[config.mk]
export PLATFORM = sky130hd
export DESIGN_NAME = mst_gpio_ctl
export DESIGN_NICKNAME = d
export VERILOG_FILES = /design/src/rtl/mst_gpio_pkg.sv /design/src/rtl/mst_gpio_dbnc.sv /design/src/rtl/mst_gpio_ctl.sv
export SDC_FILE = /design/constraint.sdc
export NUM_CORES = 1
export LEC_CHECK = 0
export BUFFER_PORTS_ARGS = -buffer_cell sky130_fd_sc_hd__buf_2
export CORE_AREA = 2 2 153 155
export DETAILED_ROUTE_END_ITERATION = 16
export DIE_AREA = 0 0 155 157
export GPL_ROUTABILITY_DRIVEN = 0
export PLACE_DENSITY_LB_ADDON = 0.12
export SETUP_SLACK_MARGIN = 0.15
export SYNTH_ARGS = -nofsm -noshare
export SYNTH_HDL_FRONTEND = slang
export SYNTH_HIERARCHICAL = 1
export SYNTH_SLANG_ARGS = --single-unit
[constraint.sdc]
create_clock -name CLK -period 4.05 [get_ports CLK]
set_input_delay 0 -clock CLK [delete_from_list [all_inputs] [get_ports CLK]]
set_output_delay 0 -clock CLK [all_outputs]
set_load 0.03 [all_outputs]
[src/rtl/mst_gpio_pkg.sv]
// Shared types and default parameters for the board GPIO controller.
package mst_gpio_pkg;

  localparam int unsigned DB_W_DEF    = 16;
  localparam int unsigned RST_CYC_DEF = 16;
  localparam int unsigned OOB_CYC_DEF = 8;
  localparam int unsigned HB_W_DEF    = 24;

  typedef enum logic [1:0] {
    StHold,
    StLoad,
    StRun
  } state_e;

endpackage

[src/rtl/mst_gpio_dbnc.sv]
// Two-flop synchronizer followed by a consecutive-cycle debounce filter.
module mst_gpio_dbnc #(
  parameter int unsigned DB_W    = 16,
  parameter logic        RST_VAL = 1'b0
) (
  input  logic i_clk,
  input  logic i_rst_n,
  input  logic i_raw,
  output logic o_db
);

  logic            r_s1;
  logic            r_s2;
  logic            r_db;
  logic [DB_W-1:0] r_cnt;

  // The count covers consecutive cycles of disagreement; the final one flips the output.
  always_ff @(posedge i_clk or negedge i_rst_n) begin
    if (!i_rst_n) begin
      r_s1  <= RST_VAL;
      r_s2  <= RST_VAL;
      r_db  <= RST_VAL;
      r_cnt <= '0;
    end else begin
      r_s1 <= i_raw;
      r_s2 <= r_s1;
      if (r_s2 == r_db) begin
        r_cnt <= '0;
      end else if (&r_cnt) begin
        r_db  <= r_s2;
        r_cnt <= '0;
      end else begin
        r_cnt <= r_cnt + DB_W'(1);
      end
    end
  end

  assign o_db = r_db;

endmodule

[src/rtl/mst_gpio_ctl.sv]
// Board GPIO controller: soft-reset sequencing, mode latching, OOB pulses, sticky error LEDs.
// Optional heartbeat counter enabled by defining MST_GPIO_HEARTBEAT_EN.
module mst_gpio_ctl
  import mst_gpio_pkg::*;
#(
  parameter int unsigned DB_W    = DB_W_DEF,
  parameter int unsigned RST_CYC = RST_CYC_DEF,
  parameter int unsigned OOB_CYC = OOB_CYC_DEF,
  parameter int unsigned HB_W    = HB_W_DEF
) (
  input  logic       CLK,
  input  logic       HRST_N,
  input  logic       sw_mltcn,
  input  logic       sw_stren,
  input  logic       sw_erdis,
  input  logic       btn_rst_n,
  input  logic       btn_roob,
  input  logic       btn_woob,
  input  logic [3:0] STRER,
  output logic       SRST_N,
  output logic       MLTCN,
  output logic       STREN,
  output logic       ERDIS,
  output logic       R_OOB,
  output logic       W_OOB,
  output logic [3:0] LED,
  output logic       HB
);

  localparam int unsigned RC_W = $clog2(RST_CYC + 1);
  localparam int unsigned OC_W = $clog2(OOB_CYC + 1);
  localparam logic [RC_W-1:0] RST_LAST = RC_W'(RST_CYC - 1);
  localparam logic [OC_W-1:0] OOB_LAST = OC_W'(OOB_CYC - 1);

  logic w_db_mltcn, w_db_stren, w_db_erdis, w_db_rst_n, w_db_roob, w_db_woob;

  mst_gpio_dbnc #(.DB_W(DB_W), .RST_VAL(1'b0)) u_dbnc_mltcn (
    .i_clk(CLK), .i_rst_n(HRST_N), .i_raw(sw_mltcn), .o_db(w_db_mltcn)
  );
  mst_gpio_dbnc #(.DB_W(DB_W), .RST_VAL(1'b0)) u_dbnc_stren (
    .i_clk(CLK), .i_rst_n(HRST_N), .i_raw(sw_stren), .o_db(w_db_stren)
  );
  mst_gpio_dbnc #(.DB_W(DB_W), .RST_VAL(1'b0)) u_dbnc_erdis (
    .i_clk(CLK), .i_rst_n(HRST_N), .i_raw(sw_erdis), .o_db(w_db_erdis)
  );
  mst_gpio_dbnc #(.DB_W(DB_W), .RST_VAL(1'b1)) u_dbnc_rst (
    .i_clk(CLK), .i_rst_n(HRST_N), .i_raw(btn_rst_n), .o_db(w_db_rst_n)
  );
  mst_gpio_dbnc #(.DB_W(DB_W), .RST_VAL(1'b0)) u_dbnc_roob (
    .i_clk(CLK), .i_rst_n(HRST_N), .i_raw(btn_roob), .o_db(w_db_roob)
  );
  mst_gpio_dbnc #(.DB_W(DB_W), .RST_VAL(1'b0)) u_dbnc_woob (
    .i_clk(CLK), .i_rst_n(HRST_N), .i_raw(btn_woob), .o_db(w_db_woob)
  );

  state_e          r_state;
  logic [RC_W-1:0] r_hold_cnt;
  logic [OC_W-1:0] r_rcnt;
  logic [OC_W-1:0] r_wcnt;
  logic            r_srst_n, r_mltcn, r_stren, r_roob, r_woob;
  logic            r_roob_prev, r_woob_prev;
  logic [3:0]      r_led;
  logic            w_leave, w_roob_rise, w_woob_rise;

  assign w_leave     = !w_db_rst_n || (w_db_mltcn != r_mltcn) || (w_db_stren != r_stren);
  assign w_roob_rise = w_db_roob & ~r_roob_prev;
  assign w_woob_rise = w_db_woob & ~r_woob_prev;

  always_ff @(posedge CLK or negedge HRST_N) begin
    if (!HRST_N) begin
      r_state     <= StHold;
      r_hold_cnt  <= '0;
      r_srst_n    <= 1'b0;
      r_mltcn     <= 1'b0;
      r_stren     <= 1'b0;
      r_roob      <= 1'b0;
      r_woob      <= 1'b0;
      r_rcnt      <= '0;
      r_wcnt      <= '0;
      r_led       <= '0;
      r_roob_prev <= 1'b0;
      r_woob_prev <= 1'b0;
    end else begin
      r_roob_prev <= w_db_roob;
      r_woob_prev <= w_db_woob;
      case (r_state)
        StHold: begin
          r_srst_n <= 1'b0;
          r_roob   <= 1'b0;
          r_woob   <= 1'b0;
          r_rcnt   <= '0;
          r_wcnt   <= '0;
          // A held reset button keeps restarting the hold window.
          if (!w_db_rst_n) begin
            r_hold_cnt <= '0;
          end else if (r_hold_cnt == RST_LAST) begin
            r_hold_cnt <= '0;
            r_state    <= StLoad;
          end else begin
            r_hold_cnt <= r_hold_cnt + RC_W'(1);
          end
        end
        StLoad: begin
          r_mltcn  <= w_db_mltcn;
          r_stren  <= w_db_stren;
          r_led    <= '0;
          r_srst_n <= 1'b1;
          r_state  <= StRun;
        end
        StRun: begin
          r_led <= r_led | STRER;
          if (w_leave) begin
            r_state    <= StHold;
            r_hold_cnt <= '0;
            r_srst_n   <= 1'b0;
            r_roob     <= 1'b0;
            r_woob     <= 1'b0;
            r_rcnt     <= '0;
            r_wcnt     <= '0;
          end else begin
            if (r_roob) begin
              if (r_rcnt == '0) r_roob <= 1'b0;
              else              r_rcnt <= r_rcnt - OC_W'(1);
            end else if (w_roob_rise) begin
              r_roob <= 1'b1;
              r_rcnt <= OOB_LAST;
            end
            if (r_woob) begin
              if (r_wcnt == '0) r_woob <= 1'b0;
              else              r_wcnt <= r_wcnt - OC_W'(1);
            end else if (w_woob_rise) begin
              r_woob <= 1'b1;
              r_wcnt <= OOB_LAST;
            end
          end
        end
        default: r_state <= StHold;
      endcase
    end
  end

  assign SRST_N = r_srst_n;
  assign MLTCN  = r_mltcn;
  assign STREN  = r_stren;
  assign ERDIS  = w_db_erdis;
  assign R_OOB  = r_roob;
  assign W_OOB  = r_woob;
  assign LED    = r_led;

`ifdef MST_GPIO_HEARTBEAT_EN
  logic [HB_W-1:0] r_hb_cnt;

  always_ff @(posedge CLK or negedge HRST_N) begin
    if (!HRST_N) r_hb_cnt <= '0;
    else         r_hb_cnt <= r_hb_cnt + HB_W'(1);
  end

  assign HB = r_hb_cnt[HB_W-1];
`else
  logic [HB_W-1:0] w_hb_unused;
  assign w_hb_unused = '0;
  assign HB = 1'b0;
`endif

endmodule

==> metrics.md, run 1 <==
| Metric | Value |
|---|---|
| DPL Wire Length | `8430 um` |
| FFs w/ async S/R, synth | `100%` |
| RSZ-0062 raised after global routing | `no` |
| Row count | `55` |
| # DRC | `0` |
| Syn_area_per_cell | `10.5 um2` |
| Final Cycle Share | `58.7%` |
| Net Count, Synth | `664` |
| Reg clk slew, reported paths | `0.06 ns` |
| R2R Setup Slk | `1.67 ns` |
| Worst reg2reg path endpoint | `r_rcnt[0]` |
| Final Hold Viols | `0` |
| Maxcap violations | `0` |
| Antenna violations before repair | `0` |
| Synth warn | `6` |
| CP Launch Type | `flop` |
| Syn Inst Count | `640` |
| Crit path kind | `reg2reg` |
| Seq cells post-synth | `140` |
| Starting Density | `29.9%` |
| Register area | `0.00351 mm2` |
| Synth-to-Final Area Change | `16.3%` |
| Final number of setup-violating endpoints | `0` |
| Worst-margin pin slew | `1.18 ns` |
| Yosys top cell area share | `51.0%` |
| Outcome | `completed` |
| First-pass DRT Iterations | `4` |
| Post-Syn Area | `0.00672 mm2` |
| Arrival @ worst endpoint | `2.71 ns` |
| Clock sink total | `140` |
| Worst R2R Start | `r_state[0]` |
| Slew headroom | `20.6%` |
| H-tree depth | `4` |
| Top-count cell post-synth | `dfrtp_1` |
| Ys flop type | `dfrtp_1` |
| Total power | `3.10 mW` |
| R2R depth | `6` |
| CP max FO | `11` |
| Fin nets | `707` |
| Share of layout cells above drive strength 1 | `16.2%` |
| Seq/Total Area, Yosys | `52.2%` |
| ANT nets after route | `0` |
| Area of the multi-input gates | `0.00302 mm2` |
| Width of the chip | `155 um` |
| Crit end category | `flop` |
| Initial DRC Count | `236` |
| TritonCTS clock tree | `yes` |
| Fmax | `0.421 GHz` |
| Yosys top cell by area | `dfrtp_1` |
| Chip height | `157 um` |
| CTS root buf | `clkbuf_16` |
| EDFF count, synth | `0` |
| Clk_lat worst skew | `0.42 ns` |
| Die area | `0.0243 mm2` |
| WL final | `12,600 um` |
| Port Buffer Count | `21` |
| Setup crit end | `r_rcnt[0]` |
| Remaining global-route overflow | `0` |
| Post CTS Setup Buffer Count | `0` |
| Via-to-Cell Ratio | `4.63` |
| Vias | `4,544` |
| Critical Path RT | `4.38 ns` |
| All-Layer GR Usage | `11.2%` |
| PwrDens | `396 mW/mm2` |
| Routed length per placed instance | `12.8 um` |
| ANT cells | `0` |
| Clk buf depth | `2` |
| Worst hold path class | `in2async` |
| I/O pin count | `23` |
| Netlist cell types | `56` |
| Vias in the first global route | `4,594` |
| Crit path time final | `2.38 ns` |
| Fin. max-slew vios | `0` |
| Commonest cells post-synth | `dfrtp_1, nor2_1, nand2_1` |
| TritonCTS buffer count | `17` |
| LEAKAGE | `3.28 nW` |
| Clock Skew | `0.00989 ns` |
| Largest net degree at the start of global routing | `78` |
| Post-layout util | `34.7%` |
| Setup TNS | `0 ns` |
| Ranking of synthesized cells by area | `dfrtp_1, xnor2_1, nor2_1` |
| Crit path launch | `r_state[0]` |
| First-pass GRT wire length | `22,000 um` |
| Core box area | `0.0225 mm2` |
| Fillcell total | `2,233` |
| Max IR drop VDD | `0.154 mV` |
## worst min-delay path by stage
| stage | slack, ns | depth (start not counted) | startpoint | endpoint |
|---|---|---|---|---|
| 6_report | 0.19 | 2 | HRST_N | u_dbnc_erdis/r_cnt[6] |
| 3_3_place_gp | 0.09 | 1 | HRST_N | u_dbnc_erdis/r_cnt[7] |
| 3_5_place_dp | 0.1 | 1 | HRST_N | u_dbnc_erdis/r_cnt[6] |
| 2_1_floorplan | -0.30 | 0 | HRST_N | LED[0] |
| 4_1_cts | 0.20 | 2 | btn_rst_n | u_dbnc_rst/r_s1 |
| 5_1_grt | 0.21 | 2 | sw_stren | u_dbnc_stren/r_s1 |
## layer usage
layer  routed length (um)  global-route usage, %  part of all wire [%]
met4                  124                   4.32                  0.99
met2                 6150                   18.8                    49
met3                  270                   3.06                   2.1
met1                 6040                   13.9                    48
met5                    0                      0                     0
## through the flow
| stage | setup WS (ns) | instances | cell area [um2] | hold slack [ns] |
|---|---|---|---|---|
| finish | 1.67 | 981 | 7820 | 0.189 |
| global route | 1.49 | 981 | 7820 | 0.207 |
| CTS | 1.71 | 981 | 7820 | 0.200 |
| detailed placement | 1.73 | 938 | 7120 | 0.0991 |
| global placement | 1.85 | 938 | 7120 | 0.0902 |
| floorplan | 2.31 | 640 | 6720 | -0.296 |
## registers in the layout, indices dropped and copies added, names as in the netlist, 2 cells and up
register and count:
LED 4, r_hold_cnt 5, u_dbnc_stren/r_cnt 16, u_dbnc_rst/r_cnt 16, u_dbnc_woob/r_cnt 16, r_wcnt 4, r_rcnt 4, u_dbnc_mltcn/r_cnt 16
u_dbnc_roob/r_cnt 16, r_state 2, u_dbnc_erdis/r_cnt 16
## logic make-up after synthesis
family          after synthesis  synth area share (%)
buf+inv                      38                  2.88
simple gates                290                  23.7
mux                           9                  1.51
compound gates               73                  7.44
fa+ha+maj                    12                  2.23
xor+xnor                     77                  10.0
flops                       140                  52.2
other cells                   1                0.0558
## area by class of cell
| type | count | area share, % |
|---|---|---|
| flip-flops and latches | 140 | 44.9 |
| well taps | 285 | 4.56 |
| multi-input cells | 462 | 38.7 |
| repair buffers | 34 | 3.02 |
| clock buffers | 17 | 5.44 |
| clock inverters | 15 | 2.11 |
| inverters | 28 | 1.34 |
## layout by cell type, fill, tap and decap left out, types with 3 or more instances in the layout
cell           count
clkbuf_16         17
nor4_1            10
nand2_1           54
dfstp_2            3
and2_1             5
nand3_1           24
inv_1             28
dfrtp_1          137
a21oi_1           25
nand4_1           12
clkinv_4           4
or4_4              5
xnor2_1           48
inv_6              4
ha_1              12
clkinvlp_4         4
nand3b_1          16
nor2_2            10
o21bai_2           5
nor4_2             5
a21bo_2            5
buf_2             20
nor2b_1            4
nand4_4            5
o21ai_0           15
nor2_1            92
xor2_1            29
a31oi_1            5
mux2_2             7
a211oi_1           3
dlygate4sd3_1     11
nor3_1            16
nand2b_1           5
or3_1             10
and3_1             5
## critical path: stages (launching register included)
cell	delay [ns]
dfrtp_1	0.38
inv_1	0.10
ha_1	0.25
nand2_1	0.13
nor3_1	0.95
nand2_1	0.27
a21oi_1	0.22
## what timing repair did
item,4_1_cts,5_1_grt
setup endpoints to repair,0,0
resized for setup,0,0
hold endpoints to repair,82,0
hold buffers,11,0
## power by group
group | leakage, nW | switching (mW) | internal, mW | total (mW)
logic | 1.09 | 0.0661 | 0.0336 | 0.0998
registers | 1.91 | 0.0229 | 1.42 | 1.44
clock network | 0.277 | 0.637 | 0.916 | 1.55
total | 3.28 | 0.726 | 2.37 | 3.10
(Power assumes the default switching activity.)
==> inputs of run 2 (changes only) <==
==> constraint.sdc (replaced) <==
create_clock -name CLK -period 1.99 [get_ports CLK]
set_input_delay 0 -clock CLK [delete_from_list [all_inputs] [get_ports CLK]]
set_output_delay 0 -clock CLK [all_outputs]
set_load 0.03 [all_outputs]
==> run 2 against run 1 <==
Critical path depth fell by 2; non-clock buffer count rose by 31; combinational power rose to 2.9 times the previous value; cell count rose by 3.1%; first-iteration DRC count fell by 17%; power rose by 97%; routed wire length rose by 3.0%; setup slack got worse by 1.5 ns; critical endpoint is now u_dbnc_erdis/r_cnt[14]; die area did not move; global-route usage rose by 0.12 points; utilization rose by 1.5 points.
==> metrics.md, run 2 (synthesis gave the netlist of run 1 again) <==
| Metric | Value |
|---|---|
| Worst-margin pin slew | `0.586 ns (-0.596 ns)` |
| Port Buffer Count | `21 (unchanged)` |
| First-pass DRT Iterations | `4 (unchanged)` |
| First-pass GRT wire length | `22,300 um (+1.2%)` |
| Crit path time final | `1.79 ns (-0.591 ns)` |
| Net Sw Power | `1.37 mW (+88%)` |
| Share of layout cells above drive strength 1 | `21.3% (+5.1 points)` |
| ANT cells | `0 (unchanged)` |
| Vias | `4,684 (+3.1%)` |
| CP max FO | `8 (-3)` |
| Fin area | `0.00816 mm2 (+4.4%)` |
| Synth-to-Final Area Change | `21.4%` |
| Chip height | `157 um (unchanged)` |
| Combinational Power Share | `4.7% (+1.5 points)` |
| Routed length per placed instance | `12.8 um (about the same)` |
| DPL Wire Length | `8350 um (-0.97%)` |
| Outcome | `completed` |
| Row count | `55 (unchanged)` |
| Clock Skew | `0.00551 ns (-0.00438 ns)` |
| Final Hold Viols | `0 (unchanged)` |
| Die area | `0.0243 mm2 (unchanged)` |
| Clk buf depth | `2 (unchanged)` |
| LEAKAGE | `3.43 nW (+4.5%)` |
| I/O pin count | `23 (unchanged)` |
| Clock sink total | `140 (unchanged)` |
| Core box area | `0.0225 mm2 (unchanged)` |
| Clk pwr share | `47.1% (-3.1 points)` |
| Final Cycle Share | `89.8% (+31 points)` |
| Max IR drop VDD | `0.387 mV (+150%)` |
| Maxcap violations | `0 (unchanged)` |
| Total power | `6.10 mW (+97%)` |
| Fmax | `0.560 GHz (+33%)` |
| Placed Instance Area | `0.00729 mm2 (+2.4%)` |
| Starting Density | `29.9% (unchanged)` |
| Initial DRC Count | `195 (-17%)` |
| Area of the multi-input gates | `0.00313 mm2 (+3.6%)` |
| Largest net degree at the start of global routing | `60 (-23%)` |
| Setup TNS | `0 ns (unchanged)` |
| Seq pwr share | `48.2% (+1.6 points)` |
| # DRC | `0 (unchanged)` |
| Slew headroom | `60.9% (+40 points)` |
| TritonCTS clock tree | `yes` |
| All-Layer GR Usage | `11.3% (+0.12 points)` |
| PwrDens | `747 mW/mm2 (+89%)` |
| Fin nets | `738 (+4.4%)` |
| Placed Cells incl. Taps | `954 (+1.7%)` |
| Remaining global-route overflow | `0 (unchanged)` |
| Arrival @ worst endpoint | `2.13 ns (-0.58 ns)` |
| Post-layout util | `36.3% (+1.5 points)` |
| Worst hold path class | `in2async` |
| RSZ-0062 raised after global routing | `no` |
| Reg clk slew, reported paths | `0.06 ns (about the same)` |
| Critical Path RT | `2.33 ns (-2.05 ns)` |
| Fillcell total | `2,225 (-0.36%)` |
| Via-to-Cell Ratio | `4.63 (about the same)` |
| R2R Setup Slk | `0.20 ns (-1.47 ns)` |
| Crit end category | `flop` |
| Sw Ratio | `22.4% (-1.0 points)` |
| ANT nets after route | `0 (unchanged)` |
| Final number of setup-violating endpoints | `0 (unchanged)` |
| Antenna violations before repair | `0 (unchanged)` |
| TritonCTS buffer count | `17 (unchanged)` |
| Vias in the first global route | `4,725 (+2.9%)` |
| Register area | `0.00351 mm2 (+0.21%)` |
| CTS root buf | `clkbuf_16` |
| Clk_lat worst skew | `0.42 ns (about the same)` |
| Most common cell after layout, fill and taps aside | `dfrtp_1` |
| Fin cells | `1,011 (+3.1%)` |
| Crit path kind | `reg2reg` |
| Most frequent cells in the layout | `dfrtp_1, nor2_1, nand2_1` |
| Fin. max-slew vios | `0 (unchanged)` |
| H-tree depth | `4 (unchanged)` |
| WL final | `13,000 um (+3.0%)` |
| CP Launch Type | `flop` |
| Cell internal pwr | `4.73 mW (+100%)` |
| Width of the chip | `155 um (unchanged)` |
## run 2: cell types whose count changed in the layout (fill, tap and decap cells not counted), sizes merged
| cell | delta |
|---|---|
| buf | +29 |
| bufinv | -2 |
| clkbuf | +9 |
| clkinvlp | -2 |
| inv | -4 |
## run 2: metal layers
metal | track usage [%] | vias to the layer above | wire, um
li1 | - | 2337 | -
met1 | 14.4 | 2281 | 6180
met2 | 18.4 | 51 | 6210
met3 | 2.81 | 15 | 332
met4 | 4.89 | 0 | 232
met5 | 0 | - | 0
## run 2: final timing paths
check,depth (start not counted),from,to
setup / recovery,4,u_dbnc_erdis/r_cnt[3],u_dbnc_erdis/r_cnt[14]
hold / removal,2,HRST_N,u_dbnc_erdis/r_cnt[3]
setup reg to reg,4,u_dbnc_erdis/r_cnt[3],u_dbnc_erdis/r_cnt[14]
hold reg to reg,0,u_dbnc_woob/r_s1,u_dbnc_woob/r_s2
max in group asynchronous,3,HRST_N,u_dbnc_rst/o_db
min in group CLK,2,sw_stren,u_dbnc_stren/r_s1
## run 2: layout make-up
cell class | count | area share [%]
tap | 285 | 4.37
clock buffer | 24 | 6.02
clock inverter | 7 | 0.490
inverter | 28 | 1.29
sequential | 140 | 43.0
multi-input combinational | 462 | 38.3
timing repair buffer | 65 | 6.45
## run 2: power by group through the flow
stage	combinational (mW)	sequential [mW]	clock (mW)
floorplan	0.107	2.98	0
global placement	0.219	2.99	0
detailed placement	0.221	2.99	0
CTS	0.250	2.94	2.99
global route	0.330	2.94	3.10
finish	0.287	2.94	2.87
## run 2: through the flow
stage,setup slack (ns),hold slack [ns]
6_report,0.203,0.145
5_1_grt,0.150,0.191
4_1_cts,0.153,0.153
3_5_place_dp,0.134,0.0376
3_3_place_gp,0.176,0.0322
2_1_floorplan,0.246,-0.296
## run 2: critical path: stages, from the launching register on
cell,delay [ns]
dfrtp_1,0.44
nand4_4,0.18
or4_4,0.60
or3_1,0.35
a21oi_2,0.14
## run 2: what timing repair did
item	4_1_cts	5_1_grt
endpoints found under the hold margin	67	0
pin swaps	0	4
resized for setup	4	24
cloned	0	2
buffers inserted	3	10
endpoints found under the setup margin	40	80
hold buffers	11	0
==> inputs of run 3 (changes only) <==
--- a/config.mk
+++ b/config.mk
@@ -6,13 +6,12 @@
 export NUM_CORES = 1
 export LEC_CHECK = 0
 export BUFFER_PORTS_ARGS = -buffer_cell sky130_fd_sc_hd__buf_2
-export CORE_AREA = 2 2 153 155
+export CORE_AREA = 2 2 151 153
 export DETAILED_ROUTE_END_ITERATION = 16
-export DIE_AREA = 0 0 155 157
+export DIE_AREA = 0 0 153 155
 export GPL_ROUTABILITY_DRIVEN = 0
 export PLACE_DENSITY_LB_ADDON = 0.12
 export SETUP_SLACK_MARGIN = 0.15
 export SYNTH_ARGS = -nofsm -noshare
 export SYNTH_HDL_FRONTEND = slang
-export SYNTH_HIERARCHICAL = 1
 export SYNTH_SLANG_ARGS = --single-unit
==> run 3 against run 2 <==
Clock skew is 0.0021 ns higher; critical path type unchanged; power rose by 11%; global-route usage increased by 0.42 points; first-iteration DRC count is 30% higher; die area is 2.5% lower; flip-flop and latch count unchanged; highest routed layer unchanged.
==> metrics.md, run 3 <==
| Metric | Value |
|---|---|
| Net Count, Synth | `662 (-0.30%)` |
| Commonest cells post-synth | `dfrtp_1, nor2_1, xnor2_1` |
| Syn_area_per_cell | `10.2 um2 (-2.7%)` |
| Ys flop type | `dfrtp_1` |
| Post-Syn Area | `0.00652 mm2 (-3.1%)` |
| Chip height | `155 um (-1.3%)` |
| Net Sw Power | `1.42 mW (+3.6%)` |
| M2 GR Usage | `19.1% (+0.66 points)` |
| I/O pin count | `23 (unchanged)` |
| Seq pwr share | `43.1% (-5.1 points)` |
| EDFF count, synth | `0 (unchanged)` |
| Maxcap violations | `0 (unchanged)` |
| TritonCTS clock tree | `yes` |
| Initial DRC Count | `253 (+30%)` |
| First-pass GRT wire length | `22,900 um (+2.9%)` |
| # DRC | `0 (unchanged)` |
| Final Hold Viols | `0 (unchanged)` |
| Synth warn | `0 (-6)` |
| LEAKAGE | `3.45 nW (+0.69%)` |
| PwrDens | `847 mW/mm2 (+13%)` |
| All-Layer GR Usage | `11.8% (+0.42 points)` |
| WL final | `13,200 um (+1.7%)` |
| ANT nets after route | `0 (unchanged)` |
| Crit end category | `flop` |
| Clk pwr share | `53.7% (+6.6 points)` |
| Clk_lat worst skew | `0.42 ns (about the same)` |
| RSZ-0062 raised after global routing | `yes` |
| Fillcell total | `2,225 (unchanged)` |
| Fin nets | `734 (-0.54%)` |
| Netlist cell types | `52 (-7.1%)` |
| Crit path kind | `reg2reg` |
| Share of layout cells above drive strength 1 | `16.3% (-5.0 points)` |
| Syn Inst Count | `638 (-0.31%)` |
| First-pass DRT Iterations | `4 (unchanged)` |
| FFs w/ async S/R, synth | `100% (unchanged)` |
| Outcome | `completed` |
| Top Usage Layer GRT | `met2` |
| Worst hold path class | `in2async` |
| Port Buffer Count | `21 (unchanged)` |
| Yosys top cell by area | `dfrtp_1` |
| Clock sink total | `140 (unchanged)` |
| ANT cells | `0 (unchanged)` |
| Critical Path RT | `2.29 ns (-0.04 ns)` |
| Worst R2R Start | `r_wcnt[0]` |
| Met1 Use GR | `15.5% (+1.1 points)` |
| Die area | `0.0237 mm2 (-2.5%)` |
| Most frequent cells in the layout | `dfrtp_1, nor2_1, xnor2_1` |
| Width of the chip | `153 um (-1.3%)` |
| Fin. max-slew vios | `0 (unchanged)` |
| R2R depth | `6 (+2)` |
| CP max FO | `5 (-3)` |
| Starting Density | `29.3% (-0.55 points)` |
| Seq cells post-synth | `140 (unchanged)` |
| Clock Skew | `0.00761 ns (+0.00209 ns)` |
| Crit path time final | `1.80 ns (+0.0165 ns)` |
| Remaining global-route overflow | `0 (unchanged)` |
| Row count | `55 (unchanged)` |
| Most common cell after layout, fill and taps aside | `dfrtp_1` |
| Ranking of synthesized cells by area | `dfrtp_1, xnor2_1, nor2_1` |
| Grt met3 use | `3.29% (+0.48 points)` |
| Combinational Power Share | `3.1% (-1.6 points)` |
| Crit path launch | `r_wcnt[0]` |
| Clk buf depth | `2 (unchanged)` |
| Final Cycle Share | `90.6% (+0.83 points)` |
| Yosys top cell area share | `52.6% (+1.6 points)` |
| CTS root buf | `clkbuf_16` |
| Top-count cell post-synth | `dfrtp_1` |
| Setup TNS | `0 ns (unchanged)` |
| Vias | `4,675 (-0.19%)` |
| H-tree depth | `4 (unchanged)` |
| Max IR drop VDD | `0.437 mV (+13%)` |
| Via-to-Cell Ratio | `4.64 (+0.10%)` |
| Reg clk slew, reported paths | `0.06 ns (about the same)` |
| Sw Ratio | `20.9% (-1.5 points)` |
| Seq/Total Area, Yosys | `53.8% (+1.6 points)` |
| Hold WS | `0.0666 ns (-0.0784 ns)` |
| Vias in the first global route | `4,775 (+1.1%)` |
| Synth-to-Final Area Change | `22.8%` |
| Antenna violations before repair | `0 (unchanged)` |
| CP Launch Type | `flop` |
| Cell internal pwr | `5.37 mW (+13%)` |
| Arrival @ worst endpoint | `2.10 ns (-0.03 ns)` |
| Fmax | `0.555 GHz (-0.92%)` |
| Final number of setup-violating endpoints | `0 (unchanged)` |
| Routed length per placed instance | `13.1 um (+2.0%)` |
| R2R Setup Slk | `0.19 ns (-0.02 ns)` |
| Core box area | `0.0222 mm2 (-1.2%)` |
| Worst reg2reg path endpoint | `r_wcnt[1]` |
| Largest net degree at the start of global routing | `46 (-23%)` |
| DPL Wire Length | `8970 um (+7.4%)` |
| TritonCTS buffer count | `17 (unchanged)` |
run 3: cell types whose count changed after synthesis, moves of 10 or more:
cell and delta:
nand3_1 +21, nand3b_1 -14, nand4_1 +10, nor2_1 +14
nor2_2 -10, nand2_1 -23
run 3: layout make-up:
cell class / instances / area, um2 / area share, %
timing repair buffer: 64 / 474 / 5.92
clock inverter: 13 / 236 / 2.95
clock buffer: 19 / 443 / 5.53
sequential: 140 / 3510 / 43.8
inverter: 29 / 109 / 1.36
tap: 285 / 357 / 4.45
multi-input combinational: 458 / 2880 / 36.0
run 3: how the worst max path moves through the flow:
stage                        end  depth (start not counted)
2_1_floorplan          r_wcnt[1]                          6
3_3_place_gp   u_dbnc_erdis.o_db                          4
3_5_place_dp           r_wcnt[1]                          6
4_1_cts                r_wcnt[1]                          6
5_1_grt                r_wcnt[1]                          6
6_report               r_wcnt[1]                          6
run 3: kinds of logic (layout without fill, tap and decap cells):
logic type / count (synthesis) / in the layout / share of synthesized area [%]
compound gates: 65 / 65 / 6.39
xor+xnor: 79 / 79 / 10.6
fa+ha+maj: 12 / 12 / 2.30
buf+inv: 40 / 125 / 2.48
flops: 140 / 140 / 53.8
mux: 12 / 12 / 2.03
other cells: 1 / 1 / 0.0575
simple gates: 289 / 289 / 22.3
run 3: per-stage QoR:
step / cells / power [mW] / setup WS (ns) / util (%) / area (um2)
global route: 1008 / 7.09 / 0.108 / 36.0 / 8010
finish: 1008 / 6.78 / 0.187 / 36.0 / 8010
global placement: 958 / 3.17 / 0.207 / 32.1 / 7130
floorplan: 638 / 3.06 / 0.264 / - / 6520
CTS: 1001 / 6.90 / 0.154 / 35.6 / 7920
detailed placement: 958 / 3.18 / 0.169 / 32.1 / 7130
run 3: critical path: stages, from the launching register on:
cell and delay, ns:
dfrtp_1 0.38, inv_1 0.06, ha_2 0.17, or3b_2 0.47, a21o_1 0.23, and2_1 0.18
a22o_1 0.20
run 3: layer usage:
| layer | wire, um | up-vias | share of wire [%] |
|---|---|---|---|
| li1 | - | 2360 | - |
| met1 | 6440 | 2263 | 49 |
| met2 | 6250 | 40 | 47 |
| met3 | 342 | 12 | 2.6 |
| met4 | 144 | 0 | 1.1 |
| met5 | 0 | - | 0 |
run 3: timing repair:
item	in CTS	in global routing
endpoints found under the setup margin	0	33
hold endpoints to repair	147	0
setup buffers	0	7
gates resized for setup	0	8
hold buffers	11	0
run 3: power by group through the flow:
stage / combinational [mW] / clock [mW] / sequential [mW]
6_report: 0.212 / 3.64 / 2.93
5_1_grt: 0.247 / 3.91 / 2.93
4_1_cts: 0.218 / 3.76 / 2.93
3_5_place_dp: 0.200 / 0 / 2.98
3_3_place_gp: 0.197 / 0 / 2.98
2_1_floorplan: 0.0906 / 0 / 2.97
